`config.mk`:
```
export PLATFORM = sky130hd
export DESIGN_NAME = instr_loader_flat
export DESIGN_NICKNAME = d
export VERILOG_FILES = /design/src/rtl/instr_loader_if.sv /design/src/rtl/instr_loader.sv /design/src/flat_wrapper.sv
export SDC_FILE = /design/constraint.sdc
export NUM_CORES = 1
export LEC_CHECK = 0
export CORE_ASPECT_RATIO = 1.25
export CORE_MARGIN = 2
export CORE_UTILIZATION = 45
export DETAILED_ROUTE_END_ITERATION = 12
export GPL_TIMING_DRIVEN = 0
export PLACE_DENSITY = 0.83
export SKIP_LAST_GASP = 1
export SLEW_MARGIN = 15
export SYNTH_ARGS = -nofsm -noshare
export SYNTH_HDL_FRONTEND = slang
export SYNTH_SLANG_ARGS = --single-unit
```
`constraint.sdc`:
```
create_clock -name clk -period 1.8 [get_ports clk]
set_clock_uncertainty 0.05 [all_clocks]
set_input_delay 0.54 -clock clk [delete_from_list [all_inputs] [get_ports clk]]
set_output_delay 0.54 -clock clk [all_outputs]
set_load 0.05 [all_outputs]
```
`src/rtl/instr_loader_if.sv`:
```
// Byte-stream valid/ready handshake between the host byte source
// and the instruction loader.
interface instr_loader_if;
   logic [7:0] in_data;
   logic       in_valid;
   logic       in_ready;

   modport master (
      output in_data,
      output in_valid,
      input  in_ready
   );

   modport slave (
      input  in_data,
      input  in_valid,
      output in_ready
   );
endinterface

```
`src/rtl/instr_loader.sv`:
```
// Loads a byte stream (count, then opcode/literal pairs) into instruction memory.
// Optional trailing XOR checksum byte: define INSTR_LOADER_CHECKSUM_EN.
module instr_loader #(
   parameter int ADDR_W  = 4,
   parameter int INSTR_W = 15,
   parameter int DEPTH   = 16
) (
   input  logic               clk,
   input  logic               rst_n,
   input  logic               start,
   instr_loader_if.slave      bus,
   output logic               we,
   output logic [ADDR_W-1:0]  waddr,
   output logic [INSTR_W-1:0] wdata,
   output logic               cpu_hold,
   output logic               done,
   output logic               error
);

   typedef enum logic [2:0] {
      S_IDLE,
      S_CNT,
      S_OP,
      S_LIT,
      S_WR,
      S_DONE,
      S_ERR
`ifdef INSTR_LOADER_CHECKSUM_EN
      , S_CHK
`endif
   } state_t;

   localparam logic [8:0] DEPTH_B = 9'(DEPTH);

   state_t            state;
   logic [ADDR_W-1:0] last;
   logic [6:0]        opcode;
   logic              accept;
   logic              bad_cnt;
`ifdef INSTR_LOADER_CHECKSUM_EN
   logic [7:0]        csum;
`endif

   assign accept  = bus.in_valid && bus.in_ready;
   assign bad_cnt = (bus.in_data == 8'd0) ||
                    ({1'b0, bus.in_data} > DEPTH_B);

   // Ready is a pure state decode so it never depends on in_valid.
   always_comb begin
      bus.in_ready = 1'b0;
      unique case (state)
         S_CNT, S_OP, S_LIT: bus.in_ready = 1'b1;
`ifdef INSTR_LOADER_CHECKSUM_EN
         S_CHK: bus.in_ready = 1'b1;
`endif
         default: bus.in_ready = 1'b0;
      endcase
   end

   // Loader FSM with registered outputs; reset wins over start.
   always_ff @(posedge clk) begin
      if (!rst_n) begin
         state    <= S_IDLE;
         we       <= 1'b0;
         waddr    <= '0;
         wdata    <= '0;
         cpu_hold <= 1'b1;
         done     <= 1'b0;
         error    <= 1'b0;
         last     <= '0;
         opcode   <= '0;
`ifdef INSTR_LOADER_CHECKSUM_EN
         csum     <= '0;
`endif
      end else begin
         we <= 1'b0;
         case (state)
            S_IDLE, S_DONE, S_ERR: begin
               if (start) begin
                  state    <= S_CNT;
                  cpu_hold <= 1'b1;
                  done     <= 1'b0;
                  error    <= 1'b0;
               end
            end
            S_CNT: begin
               if (accept) begin
`ifdef INSTR_LOADER_CHECKSUM_EN
                  csum <= bus.in_data;
`endif
                  if (bad_cnt) begin
                     state <= S_ERR;
                     error <= 1'b1;
                  end else begin
                     last  <= ADDR_W'(bus.in_data - 8'd1);
                     waddr <= '0;
                     state <= S_OP;
                  end
               end
            end
            S_OP: begin
               if (accept) begin
`ifdef INSTR_LOADER_CHECKSUM_EN
                  csum <= csum ^ bus.in_data;
`endif
                  if (bus.in_data[7]) begin
                     state <= S_ERR;
                     error <= 1'b1;
                  end else begin
                     opcode <= bus.in_data[6:0];
                     state  <= S_LIT;
                  end
               end
            end
            S_LIT: begin
               if (accept) begin
`ifdef INSTR_LOADER_CHECKSUM_EN
                  csum <= csum ^ bus.in_data;
`endif
                  wdata <= INSTR_W'({opcode, bus.in_data});
                  we    <= 1'b1;
                  state <= S_WR;
               end
            end
            S_WR: begin
               if (waddr == last) begin
`ifdef INSTR_LOADER_CHECKSUM_EN
                  state    <= S_CHK;
`else
                  state    <= S_DONE;
                  done     <= 1'b1;
                  cpu_hold <= 1'b0;
`endif
               end else begin
                  waddr <= waddr + ADDR_W'(1);
                  state <= S_OP;
               end
            end
`ifdef INSTR_LOADER_CHECKSUM_EN
            S_CHK: begin
               if (accept) begin
                  if (bus.in_data == csum) begin
                     state    <= S_DONE;
                     done     <= 1'b1;
                     cpu_hold <= 1'b0;
                  end else begin
                     state <= S_ERR;
                     error <= 1'b1;
                  end
               end
            end
`endif
            default: state <= S_IDLE;
         endcase
      end
   end

endmodule
```
`src/flat_wrapper.sv`:
```
// flat-port wrapper written by rule: the top's interface ports become plain ports
module instr_loader_flat 
#(
   parameter int ADDR_W  = 4,
   parameter int INSTR_W = 15,
   parameter int DEPTH   = 16
)
  (clk, rst_n, start, we, waddr, wdata, cpu_hold, done, error, bus_in_data, bus_in_valid, bus_in_ready);
  instr_loader_if bus_i ();
  input  logic clk;
  input  logic rst_n;
  input  logic start;
  output logic we;
  output logic [ADDR_W-1:0] waddr;
  output logic [INSTR_W-1:0] wdata;
  output logic cpu_hold;
  output logic done;
  output logic error;
  input wire logic [$bits(bus_i.in_data)-1:0] bus_in_data;
  input wire logic [$bits(bus_i.in_valid)-1:0] bus_in_valid;
  output wire logic [$bits(bus_i.in_ready)-1:0] bus_in_ready;
  assign bus_i.in_data = bus_in_data;
  assign bus_i.in_valid = bus_in_valid;
  assign bus_in_ready = bus_i.in_ready;
  instr_loader #(.ADDR_W(ADDR_W), .INSTR_W(INSTR_W), .DEPTH(DEPTH)) u_core (.clk(clk), .rst_n(rst_n), .start(start), .bus(bus_i), .we(we), .waddr(waddr), .wdata(wdata), .cpu_hold(cpu_hold), .done(done), .error(error));
endmodule
```
## After elaboration in Yosys (flattened, before gate mapping)

Cells that the tools add are included.

- Bits in registers: 37
- Bits of input ports: 12

- Bitwise gates (word level): 2
- Eq/ne operators: 16
- Muxes and demuxes: 25
- Add/subtract/negate cells: 2
- Magnitude comparators: 1
- Reductions and logical operators: 17

Operators with widths:

| kind | count |
|---|---|
| two-way mux 3 bit | 7 |
| case mux 3 bit (5 select lines) | 1 |
| two-way mux 4 bit | 3 |
| two-way mux 1 bit | 10 |
| inequality test 2 x 1 -> 1 bit (second input constant) | 5 |
| == test 3 bit (second input constant) | 3 |
| AND reduction 3 bit | 3 |
| greater-than comparator 8 x 5 -> 1 bit (second input constant) | 1 |
| logical NOT 8 bit | 1 |
| inequality test 2 bit (second input constant) | 4 |
| case mux 4 bit (2 select lines) | 1 |
| AND reduction 4 bit | 2 |
| == test 3 x 2 -> 1 bit (second input constant) | 2 |
| AND reduction 6 bit | 1 |
| OR reduction 3 bit | 2 |
| adder 4 x 1 -> 4 bit (second input constant) | 1 |
| == test 4 bit | 1 |
| case mux 1 bit (2 select lines) | 2 |
| AND reduction 2 bit | 2 |
| nonzero test 2 bit | 2 |
| subtractor 4 x 1 -> 4 bit (second input constant) | 1 |
| == test 3 x 1 -> 1 bit (second input constant) | 1 |
| logical NOT 3 bit | 1 |
| case mux 1 bit (3 select lines) | 1 |
| 4 further kinds | 5 |

## Logic depth before layout (Yosys ltp)

- Depth after elaboration: 6
- Mapped depth: 8
- Depth with buffers taken out: 7

## Least setup slack after synthesis

Ideal clock, no wire load.

- Path type: input -> register
- From: input bus_in_data[0]
- To: register u_core.waddr[2]
- Path slack: -0.016 ns
- Cell stages on the path: 7
- Data arrival time: 1.705 ns
- Path buffers: 0
- Cell sequence: inv_1 ha_1 nor3b_2 mux2i_1 nor2_4 a21oi_4 a32o_1

- Cells in the longest elaborated chain, start to end: 4

RTL lines:

| element | RTL line | text |
|---|---|---|
| from (decl) | flat_wrapper.sv:19 | `input wire logic [$bits(bus_i.in_data)-1:0] bus_in_data;` |
| greater-than comparator 8 x 5 -> 1 bit / logical NOT 8 bit (equally long branches) | instr_loader.sv:46, instr_loader.sv:45 |  |
| logical OR 1 bit (*) | instr_loader.sv:45 | `assign bad_cnt = (bus.in_data == 8'd0) \|\|` |
| inequality test 2 bit (no line) (*) | n/a |  |
| AND reduction 4 bit (no line) (*) | n/a |  |
| to (signal assigned) | instr_loader.sv:135 | `waddr <= waddr + ADDR_W'(1);` |
| to (decl) | instr_loader.sv:13 | `output logic [ADDR_W-1:0] waddr,` |

Mark *: on every way between the ends. The rest lies on a longest branch, timed or not.
A chain may end at the register's enable or synchronous reset.

## Worst setup path after layout

- From: register u_core.state[0]
- To: output bus_in_ready

- Cells in the longest elaborated chain, start to end: 3

RTL lines:

| element | RTL line | text |
|---|---|---|
| from (decl) | instr_loader.sv:35 | `state_t state;` |
| from (signal assigned) | instr_loader.sv:63 | `state <= S_IDLE;` |
| from (signal assigned) | instr_loader.sv:80 | `state <= S_CNT;` |
| from (signal assigned) | instr_loader.sv:92 | `state <= S_ERR;` |
| == test 3 x 1 -> 1 bit / == test 3 x 2 -> 1 bit (equally long branches) | instr_loader.sv:51 | `unique case (state)` |
| OR reduction 3 bit (*) | instr_loader.sv:51 |  |
| two-way mux 1 bit (*) | instr_loader.sv:51 |  |
| to (decl) | flat_wrapper.sv:21 | `output wire logic [$bits(bus_i.in_ready)-1:0] bus_in_ready;` |

Marks and branches as above.

==> flow_metrics.env <==
export IMPL_status="finished, violations left"
export IMPL_violations="setup timing"
export IMPL_grt_pass1_wl_microns=7050
export IMPL_synthAdderAreaFrac_pct=1.42
export IMPL_clock_fmax_mhz=534
export IMPL_crit_chain="buf_2, o21ba_2, clkbuf_4"
export IMPL_synth_area_sq_um=1760
export IMPL_initial_core_util_pct=46.8
export IMPL_critPathLaunchType="flop"
export IMPL_setup_violations=1
export IMPL_synth_edf_count=0
export IMPL_fin_crit_sh_pct=104
export IMPL_portBuffers=35
export IMPL_fin_setup_tns_ns=-0.0724
export IMPL_synth_common_cells="39 x nand2_1, 37 x dfxtp_1, 26 x a21oi_1"
export IMPL_synthFlopType="dfxtp_1"
export IMPL_path_max_fanout=10
export IMPL_worst_slew_pin_slew_ns=0.494
export IMPL_remaining_drc_errors=0
export IMPL_synth_top_cell_area_share_pct=42.2
export IMPL_cts_hold_buf=0
export IMPL_yosysMostFrequentCell="nand2_1"
export IMPL_pwr_density_cell_nw_per_um2=1110
export IMPL_cp_num_buf_inv=2
export IMPL_synth_top_family_by_area="simple AND/OR/NAND/NOR gates"
export IMPL_slew_headroom_pct=67.2
export IMPL_grt_pass1_vias=1561
export IMPL_antenna_found_initial=0
export IMPL_crit_family="buffers and inverters"
export IMPL_n_antenna_cell=0
export IMPL_synth_xor_area_share_pct=3.49
export IMPL_synth_seq_cells=37
export IMPL_ctsRootBufferMaster="clkbuf_8"
export IMPL_yosys_area_top_type="dfxtp_1"
export IMPL_peakVddDrop_mv=0.663
export IMPL_synth_simple_area_share_pct=24.4
export IMPL_die_area_sq_um=4420
export IMPL_async_flop_share_pct=0
export IMPL_max_stage_delay_ns=0.33
export IMPL_crit_slowest_cell="dfxtp_1"
export IMPL_whs_ns=0.402
export IMPL_core_sq_um=3750
export IMPL_worstPathRequired_ns=1.21
export IMPL_leakage_uw=0.000932
export IMPL_dp_hpwl_microns=2900
export IMPL_drive_gt1_share_pct=18.5
export IMPL_drv_cap=0
export IMPL_ant_nets=0
export IMPL_placed_cell_area_sq_um=2160
export IMPL_ys_seq_area_share_pct=42.2
export IMPL_grt_overflow_total=0
export IMPL_synth_area_leaders="dfxtp_1 42%, nand2_1 8.3%, a21oi_1 7.4%, nor2_1 4.7%, mux2i_1 4.6%"
export IMPL_yosys_warnings=0
export IMPL_finalMaxSlewViolations=0
export IMPL_numCtsBuffers=5
export IMPL_crit_path_end_kind="primary output"
export IMPL_path_class="reg -> out"
export IMPL_syn_inst=210
export IMPL_hold_viol=0
export IMPL_num_vias=1603
export IMPL_clkLatencyLatePin_ns=0.30
export IMPL_ctsLongestPathBuffers=2
export IMPL_arrival_ns=1.28
export IMPL_cts_tree="built"
export IMPL_syn_nets=224
export IMPL_grt_max_degree=13
export IMPL_finish_net_count=267
export IMPL_htree_levels=2
export IMPL_synthMuxAreaShare_pct=4.56
export IMPL_fp_dieH_microns=73.9
export IMPL_die_w_microns=59.9
export IMPL_synth_compound_area_share_pct=18.1
export IMPL_final_area_sq_um=2290
export IMPL_ys_types=44
export IMPL_area_growth_pct=30.1
export IMPL_io_pins=36
export IMPL_detail_route_first_pass_iterations=4
export IMPL_hp_class="reg -> reg"
export IMPL_grtUsageTotal_pct=21.2
export IMPL_gp_congestion=0.828
export IMPL_dp_slack_ns=-0.682
export IMPL_viasPerCell=5.45
export IMPL_numClockSinks=37
export IMPL_rsz0062_at_grt="true"
export IMPL_fin_crit_ns=1.87
export IMPL_worst_slack_ns=-0.0724
export IMPL_path_clk_slew_ns=0.07
export IMPL_num_rows=25
export IMPL_final_util_pct=60.9
export IMPL_totalWireLength_microns=4210
export IMPL_synth_avg_cell_area_sq_um=8.37
export IMPL_wire_per_inst_microns=14.3
export IMPL_first_iter_violations=28
stage by stage:
stage / total power (uW) / cells
CTS: 2540 / 294
floorplan: 1690 / 210
global route: 2680 / 294
global placement: 1920 / 285
finish: 2540 / 294
detailed placement: 1950 / 285
layer usage:
| layer | wire length [microns] | part of all wire (%) | GRT usage (%) | up-vias |
|---|---|---|---|---|
| met5 | 0 | 0 | 0 | - |
| met2 | 2190 | 52 | 37.3 | 41 |
| li1 | - | - | - | 801 |
| met4 | 110 | 2.6 | 10.1 | 0 |
| met3 | 179 | 4.3 | 5.28 | 12 |
| met1 | 1730 | 41 | 23.1 | 749 |
final timing paths:
kind / cells after the start / slack [ns] / to / from
max: 3 / -0.07 / bus_in_ready / u_core.state[0]$_SDFFE_PN0P_
min: 2 / 0.40 / u_core.wdata[9]$_SDFFE_PN0P_ / u_core.wdata[9]$_SDFFE_PN0P_
max reg2reg: 7 / 0.22 / u_core.wdata[0]$_SDFFE_PN0P_ / u_core.state[2]$_SDFFE_PN0P_
min reg2reg: 2 / 0.40 / u_core.wdata[9]$_SDFFE_PN0P_ / u_core.wdata[9]$_SDFFE_PN0P_
cell usage in the layout, fill, tap and decap left out, drive strengths merged, types with 2 or more instances in the layout:
master         Yosys  layout
a211oi             3       3
a21oi             27      27
a31o               3       3
a31oi              2       2
buf                9      11
clkbuf             4      12
clkdlybuf4s15      0       7
clkdlybuf4s50      0       2
clkinv             0       2
dfxtp             37      37
dlygate4sd2        0      22
ha                 2       2
inv                6       6
mux2i              8       8
nand2             39      39
nand2b             2       2
nand3              5       5
nand4              2       2
nor2              24      24
nor2b              4       4
nor3               4       4
o21ai              6       6
o221ai             2       2
xnor2              7       7
layout make-up:
class / count / area [sq um]
fill: 346 / 1470
multi-input combinational: 154 / 968
sequential: 37 / 741
timing repair buffer: 36 / 322
buffer: 13 / 86.3
clock buffer: 6 / 82.6
tap: 40 / 50.0
inverter: 6 / 22.5
clock inverter: 2 / 13.8
report_power, final:
part           internal, uW  total [uW]  switching, uW
combinational           354         986            632
sequential              893         927           34.4
clock                   310         626            315
worst reg2reg max path: stages (launching register included):
cell,delay (ns)
dfxtp_1,0.31
buf_4,0.17
nor2b_2,0.11
buf_4,0.15
nand3_1,0.24
clkbuf_4,0.28
nand2_1,0.09
a21oi_1,0.07
cell families after synthesis:
kind of cell | Yosys count
flip-flops | 37
AO/OA/AOI/OAI | 49
AND/OR/NAND/NOR | 88
buffers and inverters | 19
multiplexers | 8
adder cells (fa/ha/maj) | 2
XOR/XNOR | 7
what timing repair did:
item | in CTS | in global routing
setup buffers | 1 | 0
setup endpoints to repair | 52 | 33
pin swaps | 5 | 3
gates resized for setup | 57 | 14
flip-flops by register name, indices dropped and copies added, names as in the netlist:
| signal | flops |
|---|---|
| u_core.we | 1 |
| u_core.state | 3 |
| u_core.waddr | 4 |
| u_core.wdata | 15 |
| u_core.opcode | 7 |
| u_core.cpu_hold | 1 |
| u_core.done | 1 |
| u_core.error | 1 |
| u_core.last | 4 |
No activity file was read; power rests on OpenSTA's default activity.
